$ cat config.mk
export PLATFORM = sky130hd
export DESIGN_NAME = window_addr_gen
export DESIGN_NICKNAME = d
export VERILOG_FILES = /design/src/rtl/window_addr_gen.sv
export SDC_FILE = /design/constraint.sdc
export NUM_CORES = 1
export LEC_CHECK = 0
export ABC_CLOCK_PERIOD_IN_PS = 14100
export CORE_MARGIN = 1
export CORE_UTILIZATION = 50
export DETAILED_ROUTE_END_ITERATION = 8
export DONT_BUFFER_PORTS = 1
export HOLD_SLACK_MARGIN = 0.1
export PLACE_DENSITY = 0.66
export SETUP_SLACK_MARGIN = 0.5
export SLEW_MARGIN = 20
export SYNTH_ARGS = -nofsm -noshare
export SYNTH_HDL_FRONTEND = slang
export SYNTH_SLANG_ARGS = --single-unit
$ cat constraint.sdc
create_clock -name clk -period 14.1 [get_ports clk]
set_clock_uncertainty 0.15 [all_clocks]
set_input_delay 1.41 -clock clk [delete_from_list [all_inputs] [get_ports clk]]
set_output_delay 1.41 -clock clk [all_outputs]
set_load 0.05 [all_outputs]
$ cat src/rtl/window_addr_gen.sv
// window_addr_gen: raster scan over an IMG_W x IMG_H output image that
// produces the nine 3x3 read addresses into the zero-padded
// (IMG_W+2) x (IMG_H+2) input buffer, plus the output write address.
// All addresses are registered and advanced with adders only, so no
// multipliers are needed.
// Optional build macro: WAG_BOUNDS_CHK_EN adds a sticky 'err' output that
// flags any out-of-range address seen while 'valid' is high.
module window_addr_gen #(
  parameter int unsigned IMG_W = 800,
  parameter int unsigned IMG_H = 600,
  parameter int unsigned AW    = 19
) (
  input  logic          clk,
  input  logic          reset,
  input  logic          start,
  input  logic          stall,
  output logic [AW-1:0] a0,
  output logic [AW-1:0] a1,
  output logic [AW-1:0] a2,
  output logic [AW-1:0] a3,
  output logic [AW-1:0] a4,
  output logic [AW-1:0] a5,
  output logic [AW-1:0] a6,
  output logic [AW-1:0] a7,
  output logic [AW-1:0] a8,
  output logic [AW-1:0] ao,
  output logic          valid,
  output logic          busy,
  output logic          done
`ifdef WAG_BOUNDS_CHK_EN
  ,
  output logic          err
`endif
);

  localparam int unsigned PW = IMG_W + 2;
  localparam int unsigned CW = (IMG_W > 1) ? $clog2(IMG_W) : 1;
  localparam int unsigned RW = (IMG_H > 1) ? $clog2(IMG_H) : 1;

  typedef enum logic [1:0] {
    IDLE,
    RUN,
    DONE
  } state_e;

  state_e          state_q, state_d;
  logic [CW-1:0]   c_q;
  logic [RW-1:0]   r_q;
  logic [AW-1:0]   a_q [9];
  logic [AW-1:0]   ao_q;
  logic [AW-1:0]   step;
  logic            last_col;
  logic            last_pix;
  logic            adv;
  logic            reload;
  logic            start_acc;

  assign last_col = (c_q == CW'(IMG_W - 1));
  assign last_pix = last_col && (r_q == RW'(IMG_H - 1));
  // Moving off the last column also skips the two right/left pad columns.
  assign step     = last_col ? AW'(3) : AW'(1);

  // State register.
  always_ff @(posedge clk) begin
    if (!reset) begin
      state_q <= IDLE;
    end else begin
      state_q <= state_d;
    end
  end

  // Next-state and datapath control.
  always_comb begin
    state_d   = state_q;
    adv       = 1'b0;
    reload    = 1'b0;
    start_acc = 1'b0;
    case (state_q)
      IDLE: begin
        if (start) begin
          state_d   = RUN;
          start_acc = 1'b1;
        end
      end
      RUN: begin
        if (!stall) begin
          if (last_pix) begin
            state_d = DONE;
            reload  = 1'b1;
          end else begin
            adv = 1'b1;
          end
        end
      end
      DONE: begin
        state_d = IDLE;
        reload  = 1'b1;
      end
      default: begin
        state_d = IDLE;
        reload  = 1'b1;
      end
    endcase
  end

  // Pixel counters and address registers; reload parks them on window (0,0).
  always_ff @(posedge clk) begin
    if (!reset || reload) begin
      c_q  <= '0;
      r_q  <= '0;
      ao_q <= '0;
      for (int unsigned k = 0; k < 9; k++) begin
        a_q[k] <= AW'((k / 3) * PW + (k % 3));
      end
    end else if (adv) begin
      if (last_col) begin
        c_q <= '0;
        r_q <= r_q + RW'(1);
      end else begin
        c_q <= c_q + CW'(1);
      end
      ao_q <= ao_q + AW'(1);
      for (int unsigned k = 0; k < 9; k++) begin
        a_q[k] <= a_q[k] + step;
      end
    end
  end

  assign a0    = a_q[0];
  assign a1    = a_q[1];
  assign a2    = a_q[2];
  assign a3    = a_q[3];
  assign a4    = a_q[4];
  assign a5    = a_q[5];
  assign a6    = a_q[6];
  assign a7    = a_q[7];
  assign a8    = a_q[8];
  assign ao    = ao_q;
  assign valid = (state_q == RUN);
  assign busy  = (state_q == RUN);
  assign done  = (state_q == DONE);

`ifdef WAG_BOUNDS_CHK_EN
  localparam logic [AW-1:0] A_MAX = AW'(PW * (IMG_H + 2) - 1);
  localparam logic [AW-1:0] O_MAX = AW'(IMG_W * IMG_H - 1);

  logic err_q;
  logic over;

  // Range comparators on the live window.
  always_comb begin
    over = (ao_q > O_MAX);
    for (int unsigned k = 0; k < 9; k++) begin
      if (a_q[k] > A_MAX) begin
        over = 1'b1;
      end
    end
  end

  // Sticky error flag, cleared when a new frame is accepted.
  always_ff @(posedge clk) begin
    if (!reset || start_acc) begin
      err_q <= 1'b0;
    end else if (valid && over) begin
      err_q <= 1'b1;
    end
  end

  assign err = err_q;
`endif

endmodule
# ---- After elaboration in Yosys (flattened, before gate mapping)
# Memories as Yosys holds them, arrays and structs flattened.
# Cells that the tools add are included.
# Widths: inputs -> output; s select.
dict set report totals {
  in_bits 4
  mem_bits_rw 171
  ff_bits 41
  output_inout_bits 193
  n_memories 1
  elab_cells 65
}
# name depth word_bits read_ports rd_ports_with_merged_regs write_ports line
set mem_list {}
lappend mem_list {a_q 9 19 9 0 9 49} ;# logic [AW-1:0] a_q [9];
dict set report op_classes {
  add_sub_neg 12
  mux 26
  n_eq_ne 7
  n_bitwise 9
  reduce_logical 6
}
# cell count
set ops {}
lappend ops {{$add 19x2->19} 9}
lappend ops {{$mux 19} 9}
lappend ops {{$add 10x1->10 const B} 2}
lappend ops {{$eq 10x10->1 const B} 2}
lappend ops {{$add 19x1->19 const B} 1}
lappend ops {{$mux 1} 10}
lappend ops {{$mux 10} 1}
lappend ops {{$or 1x1->1} 9}
lappend ops {{$mux 2} 4}
lappend ops {{$ne 2x2->1 const B} 2}
lappend ops {{$pmux 2 s2} 1}
lappend ops {{$reduce_and 3->1} 1}
lappend ops {{$eq 2x1->1 const B} 1}
lappend ops {{$eq 2x2->1 const B} 1}
lappend ops {{$logic_not 2->1} 1}
lappend ops {{$ne 2x1->1 const B} 1}
lappend ops {{$pmux 1 s2} 1}
lappend ops {{$reduce_and 2->1} 1}
lappend ops {{$logic_and 1x1->1} 1}
lappend ops {{$logic_not 1->1} 1}
lappend ops {{$logic_or 1x1->1} 1}

# ---- Logic depth before layout (Yosys ltp)
# Gate-level depths: netlist of the first run.
dict set report logic_depth {
  ltp_word 9
  mapped_depth 10
  ltp_nobuf 10
}

# ---- Worst setup path after synthesis of the first run
# No wires, ideal clock.
dict set report synth_path {
  path_type {input-to-reg}
  from {input stall}
  to {memory a_q[0][0] (enable)}
  setup_ns 1.826
  required_ns 12.124
  cell_stages 4
  path_buffers 1
  setup_slack_ns 6.570
  t_arrival_ns 5.554
  path_cell_list {nor3b_4 > o21ai_2 > buf_4 > nand3_1}
}
# item line
set synth_lines {}
lappend synth_lines {{start, declared} 16} ;# input logic stall,
lappend synth_lines {{end, declared} 49}

==> results_dict.tcl, run 1 <==
set metrics [dict create \
    ios 197 \
    fin_crit_ns 3.73 \
    insertion_delay_ns 0.52 \
    clk_path_buf_depth 3 \
    fillers 1817 \
    rsz0062_at_grt "no" \
    report.final.slew_viol_count 0 \
    path_cells "nor3b_4 > o21ai_2 > nand3_4 > buf_4" \
    path_clk_slew_ns 0.06 \
    synth_top_area_share_pct 47.4 \
    postRouteAntennaNets 0 \
    clock.fmax_ghz 0.268 \
    antenna_cells 0 \
    numClockSinks 212 \
    synth_top_area_cell "edfxtp_1" \
    nNetsFinal 1038 \
    netlist_instances 1012 \
    grt_pass1_vias 6844 \
    areaGrowthSynthToFinish_pct 9.02 \
    synth_xor_area_share_pct 13.5 \
    synth-compound-area-share_pct 3.62 \
    wl_per_cell_um 17.2 \
    port_buffers 0 \
    fin_setup_tns_ns 0 \
    vias_per_cell 5.57 \
    dr.pass1.iters 5 \
    post_cts_resized 0 \
    cts-root-buf "clkbuf_16" \
    cp-startpoint "stall" \
    antenna_found_initial 0 \
    yosys_warnings 0 \
    wirelength_um 22400 \
    place.gp.congestion 0.777 \
    avgSynthCellArea_sq_um 10.7 \
    cp-end-kind "register" \
    worst_slew_pin_slew_ns 1.09 \
    muxShareOfSynthArea_pct 0.0923 \
    grt_max_degree 86 \
    power.density_nw_per_um2 126 \
    yosys.area_share.simple_pct 22.5 \
    cp-start-kind "primary input" \
    htree_num_levels 1 \
    drc 0 \
    synth_top_family_by_area "simple AND/OR/NAND/NOR gates" \
    layout-drive-gt1-share_pct 5.53 \
    track_usage_pct 20.0 \
    hold_buffers 0 \
    setup_slack_ns 10.37 \
    hpwl_um 14900 \
    slew_headroom_pct 27.3 \
    drt-initial-drc-count 345 \
    synth_area_leaders "edfxtp_1 47%, dfxtp_1 7.6%, xor2_1 7.5%" \
    peakVddDrop_mv 0.0781 \
    synth_nets 1037 \
    p_leak_uw 0.00376 \
    die_w_um 149 \
    overflow 0 \
    cts_buffers 24 \
    ys_ff_latch 212 \
    synth_common_cells "200 x nor2_1, 171 x edfxtp_1, 97 x nand3_1, 93 x xor2_1, 74 x xnor2_1" \
    hp-start "c_q[1]$_SDFFE_PP0P_" \
    slowest_stage "buf_4" \
    pre_cts_ws_ns 9.83 \
    synthesis.area_sq_um 10800 \
    num_rows 53 \
    crit_type "primary input to register" \
    die_area_sq_um 22300 \
    synth_adder_area_share_pct 3.05 \
    cts_setup_buffers 0 \
    ys.flop_type "edfxtp_1" \
    status "finished clean" \
    cts_tree "yes" \
    worstPathMaxFanout 85 \
    hold_viol 0 \
    finalCritPeriodShare_pct 26.5 \
    max_stage_delay_ns 0.88 \
    hp-class "register to register" \
    ys_types 50 \
    cp.arrival_ns 3.70 \
    synth.most_common_cell "nor2_1" \
    ys_async_sr_fraction_pct 0 \
    worstPathRequired_ns 14.07 \
    synth_edf_count 171 \
    cap_violations 0 \
    initial_core_util_pct 51.3 \
    ys_seq_area_share_pct 54.9 \
    die_h_um 149 \
    vias 7279 \
    worstReg2RegStart "r_q[0]$_SDFFE_PP0P_" \
    grt_pass1_wl_um 36100 \
    core_area_sq_um 21200 \
    setup_viol 0 \
]
[flip-flops by register name (all words and copies together), names as in the netlist]
| signal | count |
|---|---|
| ao | 19 |
| c_q | 10 |
| state_q | 2 |
| r_q | 10 |
| a_q | 171 |
[critical path: cells and delay by family]
kind	cells	cell delay [ns]
and+or+nand+nor	2	0.96
AOI/OAI and AO/OA	1	0.38
buffers and inverters	1	0.88
[through the flow]
step                cells  total power [uW]  hold WS, ns  cell area, sq um  util, %
finish               1306              1490        0.341             11800     55.9
global route         1306              1540        0.376             11800     55.9
CTS                  1306              1500        0.347             11800     55.9
detailed placement   1262               907        0.339             11100     52.3
global placement     1262               906        0.328             11100     52.3
floorplan            1012               891        0.312             10800        -
[path summary, 6_finish.rpt]
check,depth (start not counted),slack [ns],to
worst min-delay path,2,0.34,c_q[1]$_SDFFE_PP0P_
worst max register to register,6,10.51,a_q[0][152]$_SDFFCE_PN0P_
worst max-delay path,4,10.37,a_q[0][152]$_SDFFCE_PN0P_
worst min register to register,2,0.34,c_q[1]$_SDFFE_PP0P_
[area by class of cell]
cell class | instances | area, sq um | area share (%)
Clock buffer | 38 | 713 | 6.03
Multi-Input combinational cell | 753 | 4670 | 39.5
Timing Repair Buffer | 3 | 22.5 | 0.191
Inverter | 19 | 76.3 | 0.646
Clock inverter | 6 | 41.3 | 0.349
Sequential cell | 212 | 5960 | 50.4
Tap cell | 275 | 344 | 2.91
[metal layers]
metal  share of wire, %  up-vias  GRT usage, %
met1                 44     3466          26.8
met5                  0        -             0
met3                9.1       31          6.79
met4                1.8        0          5.10
li1                   -     3581             -
met2                 45      201          31.0
[layout by cell type (no fill, tap or decap), types with 10 or more instances in the layout]
cell type	instances
nand3_1	95
nor2_1	200
xnor2_1	74
o21ai_0	12
nand4_1	28
ha_1	12
and3_1	17
or3_1	16
dfxtp_1	41
xor2_1	93
inv_1	18
nand2_1	64
nor3_1	17
a21oi_1	25
edfxtp_1	171
and4_1	10
clkbuf_16	24
[cell families after synthesis]
group	Yosys count
AND/OR/NAND/NOR	501
flip-flops	212
XOR/XNOR	167
AO/OA/AOI/OAI	63
buffers and inverters	47
adder cells (fa/ha/maj)	21
multiplexers	1
[power breakdown]
group	switching [uW]	internal, uW
logic	39.8	22.6
clock network	248	347
registers	125	706
total	413	1080
(Power assumes the default switching activity.)
==> run 2, diff against run 1 <==
--- a/config.mk
+++ b/config.mk
@@ -5,13 +5,13 @@
 export SDC_FILE = /design/constraint.sdc
 export NUM_CORES = 1
 export LEC_CHECK = 0
-export ABC_CLOCK_PERIOD_IN_PS = 14100
+export ABC_CLOCK_PERIOD_IN_PS = 3400
 export CORE_MARGIN = 1
 export CORE_UTILIZATION = 50
 export DETAILED_ROUTE_END_ITERATION = 8
 export DONT_BUFFER_PORTS = 1
 export HOLD_SLACK_MARGIN = 0.1
-export PLACE_DENSITY = 0.66
+export PLACE_DENSITY = 0.69
 export SETUP_SLACK_MARGIN = 0.5
 export SLEW_MARGIN = 20
 export SYNTH_ARGS = -nofsm -noshare
==> constraint.sdc (replaced) <==
create_clock -name clk -period 3.4 [get_ports clk]
set_clock_uncertainty 0.15 [all_clocks]
set_input_delay 0.34 -clock clk [delete_from_list [all_inputs] [get_ports clk]]
set_output_delay 0.34 -clock clk [all_outputs]
set_load 0.05 [all_outputs]
==> run 2 against run 1 <==
Compared with the run above:
- via count increased by 4.0%
- global-route usage increased by 0.61 points
- routed wire length increased by 4.5%
- combinational power increased to 6.0 times the previous value
- utilization increased by 3.3 points
- sequential cell count unchanged
- sequential share of layout area decreased by 2.7 points
- setup slack got worse by 9.8 ns
- non-clock buffer count increased by 65
- highest routed layer unchanged
==> results_dict.tcl, run 2 (synthesis gave the netlist of run 1 again) <==
set metrics [dict create \
    numClockSinks 212 \
    grt_pass1_wl_um 37300 \
    worstPathMaxFanout 7 \
    crit_type "register to register" \
    rsz0062_at_grt "yes" \
    largest_register_ffs 171 \
    cp.arrival_ns 2.90 \
    dr.pass1.iters 5 \
    die_w_um 149 \
    hold_viol 0 \
    path_clk_slew_ns 0.06 \
    layout-drive-gt1-share_pct 12.7 \
    report.final.slew_viol_count 0 \
    finalCritPeriodShare_pct 82.2 \
    path_cells "ha_4 > and4_4 > nand4_4 > clkinv_8 > buf_4 > fa_1 > nand4_1 > or3_4 > nor3_2 > xnor2_1 > nor2_1" \
    ios 197 \
    htree_num_levels 1 \
    grt_max_degree 172 \
    cp-end-kind "register" \
    intPower_uw 4450 \
    path_buf_inv 2 \
    swShare_pct 27.7 \
    core_area_sq_um 21200 \
    port_buffers 0 \
    fin_setup_tns_ns 0 \
    areaGrowthSynthToFinish_pct 15.4 \
    vias_per_cell 5.54 \
    insertion_delay_ns 0.51 \
    cts-root-buf "clkbuf_16" \
    cts_tree "yes" \
    die_area_sq_um 22300 \
    fin_crit_ns 2.80 \
    antenna_cells 0 \
    drc 0 \
    vias 7573 \
    layout_common_cells "200 x nor2_1, 171 x edfxtp_1, 95 x nand3_1" \
    die_h_um 149 \
    worst_slew_pin_slew_ns 1.11 \
    peakVddDrop_mv 0.361 \
    clkPwrFrac_pct 39.0 \
    drt-initial-drc-count 527 \
    clk_path_buf_depth 3 \
    design_area_sq_um 12500 \
    status "finished clean" \
    place.gp.congestion 0.805 \
    power.density_nw_per_um2 491 \
    setup_viol 0 \
    nNetsFinal 1103 \
    combPwrFrac_pct 6.1 \
    critPathTopFamily "simple AND/OR/NAND/NOR gates" \
    cts_buffers 24 \
    top_register "a_q" \
    hp-class "primary input to register" \
    postRouteAntennaNets 0 \
    num_rows 53 \
    switchingPower_uw 1700 \
    wl_per_cell_um 17.1 \
    max_stage_delay_ns 0.46 \
    cp-start-kind "register" \
    worstPathRequired_ns 3.50 \
    initial_core_util_pct 51.3 \
    cap_violations 0 \
    p_leak_uw 0.00412 \
    grt_pass1_vias 7131 \
    dpl-instance-area_sq_um 11500 \
    overflow 0 \
    clock.fmax_ghz 0.358 \
    seqPwrFrac_pct 54.9 \
    antenna_found_initial 0 \
    slew_headroom_pct 25.9 \
    final_common_cell "nor2_1" \
    wirelength_um 23400 \
    hpwl_um 15300 \
    slowest_stage "or3_4" \
    track_usage_pct 20.6 \
]
==> run 2: cell types whose count changed in the layout (fill, tap and decap cells not counted), sizes merged <==
| cell | delta |
|---|---|
| clkinv | +10 |
| buf | +62 |
| inv | -1 |
| bufinv | +1 |
| clkbuf | -13 |
| dlygate4sd3 | +3 |
==> run 2: layout make-up <==
class | instances | area, sq um
timing repair buffer | 68 | 592
clock inverter | 16 | 93.8
fill | 1753 | 8640
sequential | 212 | 5960
inverter | 19 | 83.8
multi-input combinational | 753 | 4810
tap | 275 | 344
clock buffer | 25 | 626
==> run 2: layer usage <==
metal	track usage, %	vias to the layer above	part of all wire (%)
met5	0	-	0
met4	5.56	0	1.8
met3	6.18	32	8.0
met2	32.7	189	47
met1	27.3	3653	43
li1	-	3699	-
==> run 2: metrics by stage <==
stage / total power [uW] / setup WS, ns / hold WS, ns / util, % / instances
floorplan: 3680 / -0.274 / 0.266 / - / 1012
global placement: 3780 / 0.397 / 0.269 / 54.1 / 1306
detailed placement: 3790 / 0.313 / 0.270 / 54.1 / 1306
CTS: 6200 / 0.494 / 0.324 / 58.0 / 1353
global route: 6350 / 0.458 / 0.356 / 59.1 / 1368
finish: 6150 / 0.604 / 0.334 / 59.1 / 1368
==> run 2: tightest hold or removal path, cell delays in order <==
cell	delay (ns)
nand4b_1	0.17
nand2_1	0.07
buf_4	0.24
nor2_1	0.12
==> run 2: worst paths after layout <==
kind                                                  end  cells past startpoint  slack (ns)                start
worst max-delay path            a_q[0][113]$_SDFFCE_PN0P_                     11        0.60  c_q[0]$_SDFFE_PP0P_
worst min-delay path              state_q[0]$_SDFFE_PN0P_                      4        0.33                stall
worst max register to register  a_q[0][113]$_SDFFCE_PN0P_                     11        0.60  c_q[0]$_SDFFE_PP0P_
worst min register to register        c_q[1]$_SDFFE_PP0P_                      2        0.34  c_q[1]$_SDFFE_PP0P_
==> run 2: what timing repair did <==
item | CTS | global route
gates resized for setup | 9 | 21
hold buffers | 3 | 0
hold endpoints to repair | 7 | 0
pin swaps | 0 | 5
setup endpoints to repair | 37 | 131
setup buffers | 3 | 15
==> run 2: power by group through the flow <==
stage	combinational, uW	sequential (uW)	clock [uW]
final	376	3380	2400
after global routing	414	3400	2540
after CTS	371	3380	2450
after detailed placement	365	3430	0
after global placement	361	3420	0
after floorplan	220	3460	0
==> run 3, diff against run 2 <==
--- a/config.mk
+++ b/config.mk
@@ -5,7 +5,7 @@
 export SDC_FILE = /design/constraint.sdc
 export NUM_CORES = 1
 export LEC_CHECK = 0
-export ABC_CLOCK_PERIOD_IN_PS = 3400
+export ABC_CLOCK_PERIOD_IN_PS = 2500
 export CORE_MARGIN = 1
 export CORE_UTILIZATION = 50
 export DETAILED_ROUTE_END_ITERATION = 8
==> constraint.sdc (replaced) <==
create_clock -name clk -period 2.5 [get_ports clk]
set_clock_uncertainty 0.15 [all_clocks]
set_input_delay 0.25 -clock clk [delete_from_list [all_inputs] [get_ports clk]]
set_output_delay 0.25 -clock clk [all_outputs]
set_load 0.05 [all_outputs]
==> run 3 against run 2 <==
Compared with the run above:
- the run now ends with negative setup slack left
- non-clock buffer count rose by 263
- largest cell class is now multi-input gates
- worst hold slack got worse by 0.29 ns
- sequential cell count unchanged
- register-to-register slack got worse by 0.82 ns
- critical endpoint is now a_q[0][151]$_SDFFCE_PN0P_
- critical path type unchanged
- largest power group unchanged
- cell count is 20% higher
- global-route usage rose by 7.5 points
- utilization is 19 points higher
==> results_dict.tcl, run 3 (synthesis gave the netlist of run 1 again) <==
set metrics [dict create \
    status "finished with violations" \
    violations "negative setup slack" \
    dpl.cell_count 1497 \
    cp-end-kind "register" \
    die_h_um 149 \
    p_total_uw 9150 \
    areaGrowthSynthToFinish_pct 52.2 \
    fin_crit_ns 2.71 \
    hold_buffers 2 \
    die_area_sq_um 22300 \
    drt-initial-drc-count 579 \
    vias_per_cell 5.69 \
    num_rows 53 \
    core_area_sq_um 21200 \
    worstPathRequired_ns 2.63 \
    fin_cells 1636 \
    r2r_end "a_q[0][151]$_SDFFCE_PN0P_" \
    port_buffers 0 \
    antenna_found_initial 0 \
    cts-root-buf "clkbuf_16" \
    crit_type "register to register" \
    peakVddDrop_mv 0.484 \
    ff2ff_setup_slack_ns -0.21 \
    fin_hold_ws_ns 0.0449 \
    pre_cts_ws_ns -0.184 \
    finalCritPeriodShare_pct 109 \
    dr.pass1.iters 5 \
    largest_register_ffs 171 \
    cts_tree "yes" \
    wirelength_um 35000 \
    setup_viol 167 \
    path_clk_slew_ns 0.06 \
    max_stage_delay_ns 0.35 \
    vias 9304 \
    initial_core_util_pct 51.3 \
    cap_violations 0 \
    top_register "a_q" \
    cp-start-kind "register" \
    die_w_um 149 \
    hpwl_um 18300 \
    final_common_cell "buf_4" \
    htree_num_levels 1 \
    ios 197 \
    power.density_nw_per_um2 554 \
    track_usage_pct 28.1 \
    worstRegToRegCells 11 \
    grt_pass1_wl_um 48700 \
    grt_max_degree 32 \
    cp.arrival_ns 2.84 \
    numClockSinks 212 \
    worst_slew_pin_slew_ns 0.676 \
    clk_path_buf_depth 3 \
    cts_buffers 24 \
    worstReg2RegStart "c_q[1]$_SDFFE_PP0P_" \
    grt_pass1_vias 9095 \
    worstPathMaxFanout 6 \
    hold_end "state_q[1]$_SDFFE_PN0P_" \
    postRouteAntennaNets 0 \
    layout-drive-gt1-share_pct 42.1 \
    wl_per_cell_um 21.4 \
    drc 0 \
    place.gp.congestion 0.798 \
    overflow 0 \
    slowest_stage "dfxtp_2" \
    path_cells "ha_4 > and4_4 > nand4_4 > inv_8 > buf_4 > fa_2 > nand4_1 > nor4_4 > nand3_1 > xor2_1 > nor2_1" \
    nNetsFinal 1367 \
    hold_viol 0 \
    hp-class "primary input to register" \
    report.final.slew_viol_count 0 \
    final_util_pct 78.0 \
    insertion_delay_ns 0.52 \
    layout_common_cells "245 x buf_4, 171 x edfxtp_1, 146 x nor2_1" \
    path_buf_inv 2 \
    p_leak_uw 0.00616 \
    setup_slack_ns -0.214 \
    slew_headroom_pct 54.9 \
    min_path_cells 2 \
    rsz0062_at_grt "yes" \
    clock.fmax_ghz 0.368 \
    hp-start "reset" \
    critPathTopFamily "simple AND/OR/NAND/NOR gates" \
]
run 3: power by group:
group | switching, uW | internal (uW)
registers | 232 | 3970
clock network | 1480 | 2030
logic | 936 | 502
run 3: final cells by class:
| class | instances | area (sq um) |
|---|---|---|
| clock buffers | 29 | 641 |
| inverters | 19 | 78.8 |
| repair buffers | 331 | 3330 |
| multi-input cells | 753 | 6010 |
| clock inverters | 15 | 124 |
| well taps | 275 | 344 |
| diodes | 1 | 2.50 |
| fillers | 1259 | 4660 |
| repair inverters | 1 | 8.76 |
| flip-flops and latches | 212 | 5960 |
run 3: worst register-to-register path: cells and delay by family (launching register included):
kind | cells | cell delay (ns)
XOR/XNOR | 1 | 0.23
adder cells (fa/ha/maj) | 2 | 0.34
flip-flops | 1 | 0.35
buffers and inverters | 2 | 0.28
AND/OR/NAND/NOR | 6 | 1.14
run 3: stage by stage:
stage               setup TNS, ns  instance area, sq um
floorplan                 -208.79                 11000
global placement            -1.76                 13100
detailed placement          -6.32                 13100
CTS                         -1.59                 15500
global route               -25.96                 16500
finish                      -6.38                 16500
run 3: worst max-delay path by stage:
| stage | startpoint | endpoint | cells after the start |
|---|---|---|---|
| 4_1_cts | c_q[1]$_SDFFE_PP0P_ | a_q[0][85]$_SDFFCE_PN1P_ | 12 |
| 3_3_place_gp | c_q[0]$_SDFFE_PP0P_ | a_q[0][18]$_SDFFCE_PN0P_ | 10 |
| 2_1_floorplan | r_q[0]$_SDFFE_PP0P_ | a_q[0][0]$_SDFFCE_PN0P_ | 7 |
| 3_5_place_dp | c_q[1]$_SDFFE_PP0P_ | a_q[0][109]$_SDFFCE_PN0P_ | 11 |
| 6_report | c_q[1]$_SDFFE_PP0P_ | a_q[0][151]$_SDFFCE_PN0P_ | 11 |
| 5_1_grt | c_q[1]$_SDFFE_PP0P_ | a_q[0][144]$_SDFFCE_PN0P_ | 12 |
run 3: timing repair:
item,in CTS,in global routing
resized for setup,168,156
pin swaps,82,78
buffers inserted,45,29
endpoints found under the setup margin,382,382
gates cloned,16,2
hold endpoints to repair,14,1
run 3: layer usage:
layer | part of all wire (%) | GRT usage (%)
met1 | 38 | 34.0
met2 | 50 | 47.4
met3 | 8.2 | 7.61
met4 | 3.8 | 11.2
met5 | 0 | 0
